**src/rtl/add_round_key_stage.sv**
```systemverilog
// AES AddRoundKey pipeline stage: (final ? ShiftRows : MixColumns) ^ key, registered,
// with valid/ready flow control through a main + skid register pair. Optional: ARK_PARITY_EN.
module add_round_key_stage #(
    parameter int DATA_W = 128,
    parameter int CNT_W  = 16
) (
    input  logic              clk,
    input  logic              rst,
    input  logic              in_valid,
    output logic              in_ready,
    input  logic [DATA_W-1:0] in_mc,
    input  logic [DATA_W-1:0] in_sr,
    input  logic              in_last,
    input  logic [DATA_W-1:0] in_key,
    output logic              out_valid,
    input  logic              out_ready,
    output logic [DATA_W-1:0] out_data,
    output logic              out_last,
`ifdef ARK_PARITY_EN
    output logic [15:0]       out_parity,
`endif
    output logic [CNT_W-1:0]  blk_count
);

    typedef enum logic [1:0] {EMPTY, ONE, FULL} state_e;

    state_e              state_q, state_d;
    logic [DATA_W-1:0]   main_data_q, main_data_d;
    logic [DATA_W-1:0]   skid_data_q, skid_data_d;
    logic                main_last_q, main_last_d;
    logic                skid_last_q, skid_last_d;
    logic [CNT_W-1:0]    blk_count_q, blk_count_d;
    logic [DATA_W-1:0]   cap_data;
    logic                accept;
    logic                fire;
`ifdef ARK_PARITY_EN
    logic [15:0]         main_par_q, main_par_d;
    logic [15:0]         skid_par_q, skid_par_d;
    logic [15:0]         cap_par;
`endif

    // in_ready decodes registered state only, so out_ready never reaches it combinationally.
    assign in_ready  = (state_q != FULL);
    assign out_valid = (state_q != EMPTY);
    assign accept    = in_valid && in_ready;
    assign fire      = out_valid && out_ready;
    assign cap_data  = (in_last ? in_sr : in_mc) ^ in_key;

`ifdef ARK_PARITY_EN
    always_comb begin
        for (int i = 0; i < 16; i++) begin
            cap_par[i] = ^cap_data[8*i +: 8];
        end
    end
`endif

    always_comb begin
        // NOTE: every signal gets its hold value first so no path can infer a latch.
        state_d     = state_q;
        main_data_d = main_data_q;
        main_last_d = main_last_q;
        skid_data_d = skid_data_q;
        skid_last_d = skid_last_q;
        blk_count_d = blk_count_q;
`ifdef ARK_PARITY_EN
        main_par_d  = main_par_q;
        skid_par_d  = skid_par_q;
`endif

        if (fire && main_last_q) begin
            blk_count_d = blk_count_q + CNT_W'(1);
        end

        unique case (state_q)
            EMPTY: begin
                if (accept) begin
                    main_data_d = cap_data;
                    main_last_d = in_last;
`ifdef ARK_PARITY_EN
                    main_par_d  = cap_par;
`endif
                    state_d     = ONE;
                end
            end
            ONE: begin
                if (accept && fire) begin
                    main_data_d = cap_data;
                    main_last_d = in_last;
`ifdef ARK_PARITY_EN
                    main_par_d  = cap_par;
`endif
                end else if (fire) begin
                    state_d = EMPTY;
                end else if (accept) begin
                    // Main is stalled, so the new beat parks in the skid register.
                    skid_data_d = cap_data;
                    skid_last_d = in_last;
`ifdef ARK_PARITY_EN
                    skid_par_d  = cap_par;
`endif
                    state_d     = FULL;
                end
            end
            FULL: begin
                if (fire) begin
                    main_data_d = skid_data_q;
                    main_last_d = skid_last_q;
`ifdef ARK_PARITY_EN
                    main_par_d  = skid_par_q;
`endif
                    state_d     = ONE;
                end
            end
            default: state_d = EMPTY;
        endcase
    end

    // NOTE: data registers are reset too, because out_data must read 0 after reset.
    always_ff @(posedge clk or posedge rst) begin
        if (rst) begin
            state_q     <= EMPTY;
            main_data_q <= '0;
            main_last_q <= 1'b0;
            skid_data_q <= '0;
            skid_last_q <= 1'b0;
            blk_count_q <= '0;
`ifdef ARK_PARITY_EN
            main_par_q  <= '0;
            skid_par_q  <= '0;
`endif
        end else begin
            // NOTE: non-blocking assignments keep every flop updating from pre-edge values.
            state_q     <= state_d;
            main_data_q <= main_data_d;
            main_last_q <= main_last_d;
            skid_data_q <= skid_data_d;
            skid_last_q <= skid_last_d;
            blk_count_q <= blk_count_d;
`ifdef ARK_PARITY_EN
            main_par_q  <= main_par_d;
            skid_par_q  <= skid_par_d;
`endif
        end
    end

    assign out_data  = main_data_q;
    assign out_last  = main_last_q;
    assign blk_count = blk_count_q;
`ifdef ARK_PARITY_EN
    assign out_parity = main_par_q;
`endif

endmodule
```
**config.mk**
```make
export PLATFORM = sky130hd
export DESIGN_NAME = add_round_key_stage
export DESIGN_NICKNAME = d
export VERILOG_FILES = /design/src/rtl/add_round_key_stage.sv
export SDC_FILE = /design/constraint.sdc
export NUM_CORES = 1
export LEC_CHECK = 0
export BUFFER_PORTS_ARGS = -buffer_cell sky130_fd_sc_hd__buf_2
export CELL_PAD_IN_SITES_DETAIL_PLACEMENT = 0
export CELL_PAD_IN_SITES_GLOBAL_PLACEMENT = 2
export CORE_UTILIZATION = 31
export CTS_BUF_LIST = sky130_fd_sc_hd__clkbuf_16
export CTS_CLUSTER_SIZE = 10
export DETAILED_ROUTE_END_ITERATION = 10
export GPL_TIMING_DRIVEN = 0
export PLACE_DENSITY = 0.9
export SLEW_MARGIN = 20
export SYNTH_ARGS = -nofsm -noshare
export SYNTH_HDL_FRONTEND = slang
export SYNTH_SLANG_ARGS = --single-unit
```
**constraint.sdc**
```tcl
create_clock -name clk -period 11.73 [get_ports clk]
set_clock_uncertainty 0.05 [all_clocks]
set_input_delay 0.5865 -clock clk [delete_from_list [all_inputs] [get_ports clk]]
set_output_delay 0.5865 -clock clk [all_outputs]
set_load 0.005 [all_outputs]
```
==> flow_summary_export.csv <==
group,metric,value,unit
status,outcome,"finished, final reports clean",
sta,fin_setup_tns,0,ns
yosys,synth_seq_area_share,50.0,%
placement,portBuffers,534,
yosys,synth_top_area_share,50.0,%
sta,fmax,320,MHz
yosys,synth_area_leaders,"dfrtp_1, mux2i_1, mux2_2",
floorplan,die_x,213,um
power,power.total,0.00349,W
global_routing,grt_pass1_wl,68.7,mm
yosys,avgSynthCellArea,10.0,um^2
final_layout,nets,2341,
global_routing,grt_use_total,19.9,%
setup_path,critPathKind,"register to output pin",
setup_path,critical_path_required,11.09,ns
detailed_routing,dr.pass1.iters,5,
detailed_routing,num_vias,12100,
global_routing,gr-total-overflow,0,
yosys,yosysMostFrequentCell,"dfrtp_1",
floorplan,row_count,76,
floorplan,start_util,31.7,%
power,p_per_area,190,mW/mm^2
setup_path,timing.rr.end,"out_data[78]",
detailed_routing,antenna_left,0,
yosys,ys_async_sr_fraction,100,%
detailed_routing,routed_wl,46.2,mm
sta,tightestPinTransition,0.891,ns
yosys,syn-cell-area,0.0138,mm^2
clock_tree,cts_hold_buf,0,
setup_path,end_kind,"output pin",
detailed_routing,vias_per_cell,4.72,
yosys,ys.warnings.count,0,
floorplan,core-area,0.0436,mm^2
setup_path,crit_top_cell,"clkbuf_1",
setup_path,critPathMaxStageDelay,0.57,ns
floorplan,die_h,213,um
run,cap_violations,0,
global_routing,grt_pass1_vias,12100,
clock_tree,cts_tree,"built",
clock_tree,clkSinkCount,276,
yosys,synth_commonest_cells,"dfrtp_1, o21ai_0, nand2_1",
sta,max_slew_margin,40.6,%
worst_hold_path,min_path_type,"input port to asynchronous set/reset pin",
sta,rsz0062_at_grt,"no",
sta,setup_viol,0,
detailed_routing,drtIter0Drc,619,
clock_tree,clk_latency,0.53,ns
detailed_routing,wl_per_cell,18.1,um
clock_tree,clk_pin_slew,0.05,ns
setup_path,r2r_setup_slack,9.38,ns
setup_path,r2r_cells,6,
setup_path,start_kind,"register",
clock_tree,cts-resized-gates,0,
clock_tree,cts.path.max_buffers,3,
floorplan,boundaryPins,536,
placement,hpwl,34.4,mm
yosys,synthCells,1377,
final_layout,design_area,0.0184,mm^2
detailed_routing,drc_errors,0,
sta,min_period,3.13,ns
yosys,syn_nets,1767,
final_layout,syn_to_final_growth,32.8,%
placement,place_congestion,0.778,
yosys,synth-edff-count,0,
setup_path,cp_max_fo,10,
clock_tree,post_cts_buffers,0,
setup_path,crit_slowest_cell,"clkbuf_1",
yosys,ys_types,27,
global_routing,antenna_found_initial,2,
setup_path,path_cells,"inv_2 > nand2_1 > clkbuf_1 > clkbuf_1 > buf_2",
sta,slew_violations,0,
final_layout,nFillCells,4385,
clock_tree,htreeDepth,2,
power,vdd_drop_max,76.1,uV
clock_tree,cts_inserted_buffers,36,
power,leakagePower,9.04,nW
sta,finalHoldViolCount,0,
setup_path,r2r-start,"state_q[1]",
final_layout,drive_above_1_share,36.0,%
setup_path,arrival,2.49,ns
floorplan,dieArea,0.0454,mm^2
sta,fin_crit_sh,26.7,%
yosys,synth_seq_cells,276,
clock_tree,cts-root-buf,"clkbuf_16",
yosys,yosys.area.top_type,"dfrtp_1",
global_routing,grt_max_degree,104,
yosys,yosys_most_used_dff,"dfrtp_1",
placement,dpl_cell_area,0.0173,mm^2
flip-flops by register name, indices dropped and copies added, names as in the netlist:
register / flops
out_data: 128
skid_data_q: 128
blk_count: 16
state_q: 2
out_last: 1
skid_last_q: 1
metrics by stage:
stage | hold slack [ns] | util, % | instances | setup slack [ns]
after floorplan | 0.395 | - | 1377 | 3.48
after global placement | 0.407 | 39.5 | 2496 | 0.209
after detailed placement | 0.411 | 39.7 | 2498 | 8.94
after CTS | 0.0950 | 42.1 | 2553 | 8.59
after global routing | 0.119 | 42.1 | 2554 | 8.46
final | 0.0832 | 42.1 | 2555 | 8.60
kinds of logic (layout without fill, tap and decap cells):
logic type	Yosys count	count (layout)	share of synthesized area (%)
other cells	0	2	0
simple gates	343	343	10.5
fa+ha+maj	1	1	0.0905
xor+xnor	143	143	9.07
compound gates	310	310	11.3
flops	276	276	50.0
buf+inv	92	683	2.94
mux	212	212	16.1
critical path: cells and delay by family (launching register included):
kind | cells | cell delay [ns]
buffers and inverters | 4 | 1.37
flip-flops | 1 | 0.46
AND/OR/NAND/NOR | 1 | 0.13
worst max path at each step:
stage / end / start / cells after the start / slack [ns]
after global placement: skid_data_q[3] / rst / 2 / 0.21
after floorplan: blk_count[0] / rst / 1 / 3.48
after global routing: in_ready / state_q[0] / 5 / 8.46
after detailed placement: out_data[78] / out_ready / 7 / 8.94
after CTS: in_ready / state_q[0] / 5 / 8.59
final: in_ready / state_q[0] / 5 / 8.60
routing by layer:
| metal | global-route usage, % | wire [um] | vias to the layer above |
|---|---|---|---|
| li1 | - | - | 5813 |
| met1 | 26.2 | 20300 | 5829 |
| met2 | 32.8 | 22200 | 344 |
| met3 | 3.91 | 2490 | 71 |
| met4 | 6.60 | 1110 | 2 |
| met5 | 0 | 13 | - |
power breakdown:
group,switching [W],internal (W),leakage [nW]
clock network,0.000416,0.000609,0.553
registers,0.000179,0.00130,3.26
logic,0.000521,0.000458,5.23
layout by cell type, fill, tap and decap left out, types with 2 or more instances in the layout:
master	netlist	routed
nand2b_1	48	48
nor2_1	132	132
bufinv_16	0	2
mux2i_1	130	130
buf_2	39	573
nand2_1	142	142
nand3_1	4	4
diode_2	0	2
clkbuf_1	47	47
clkinv_2	0	2
xor2_1	48	48
nor3_1	2	2
and3_1	7	7
inv_6	0	2
dfrtp_1	276	276
buf_16	0	2
xnor2_1	95	95
nand4_1	5	5
or2_2	2	2
a21oi_1	131	131
clkbuf_16	0	37
clkinv_1	0	3
o21ai_1	2	2
o21ai_0	174	174
inv_1	1	8
buf_4	3	3
mux2_2	82	82
layout make-up:
cell class,count,area (um^2),area share (%)
clock inverters,18,138,0.750
repair buffers,536,2730,14.9
diodes,2,5.00,0.0273
well taps,585,732,3.99
multi-input cells,1009,6500,35.4
inverters,2,15.0,0.0818
flip-flops and latches,276,6910,37.6
clock buffers,37,926,5.05
plain buffers,90,399,2.17
Power figures use the tool's default switching activity.
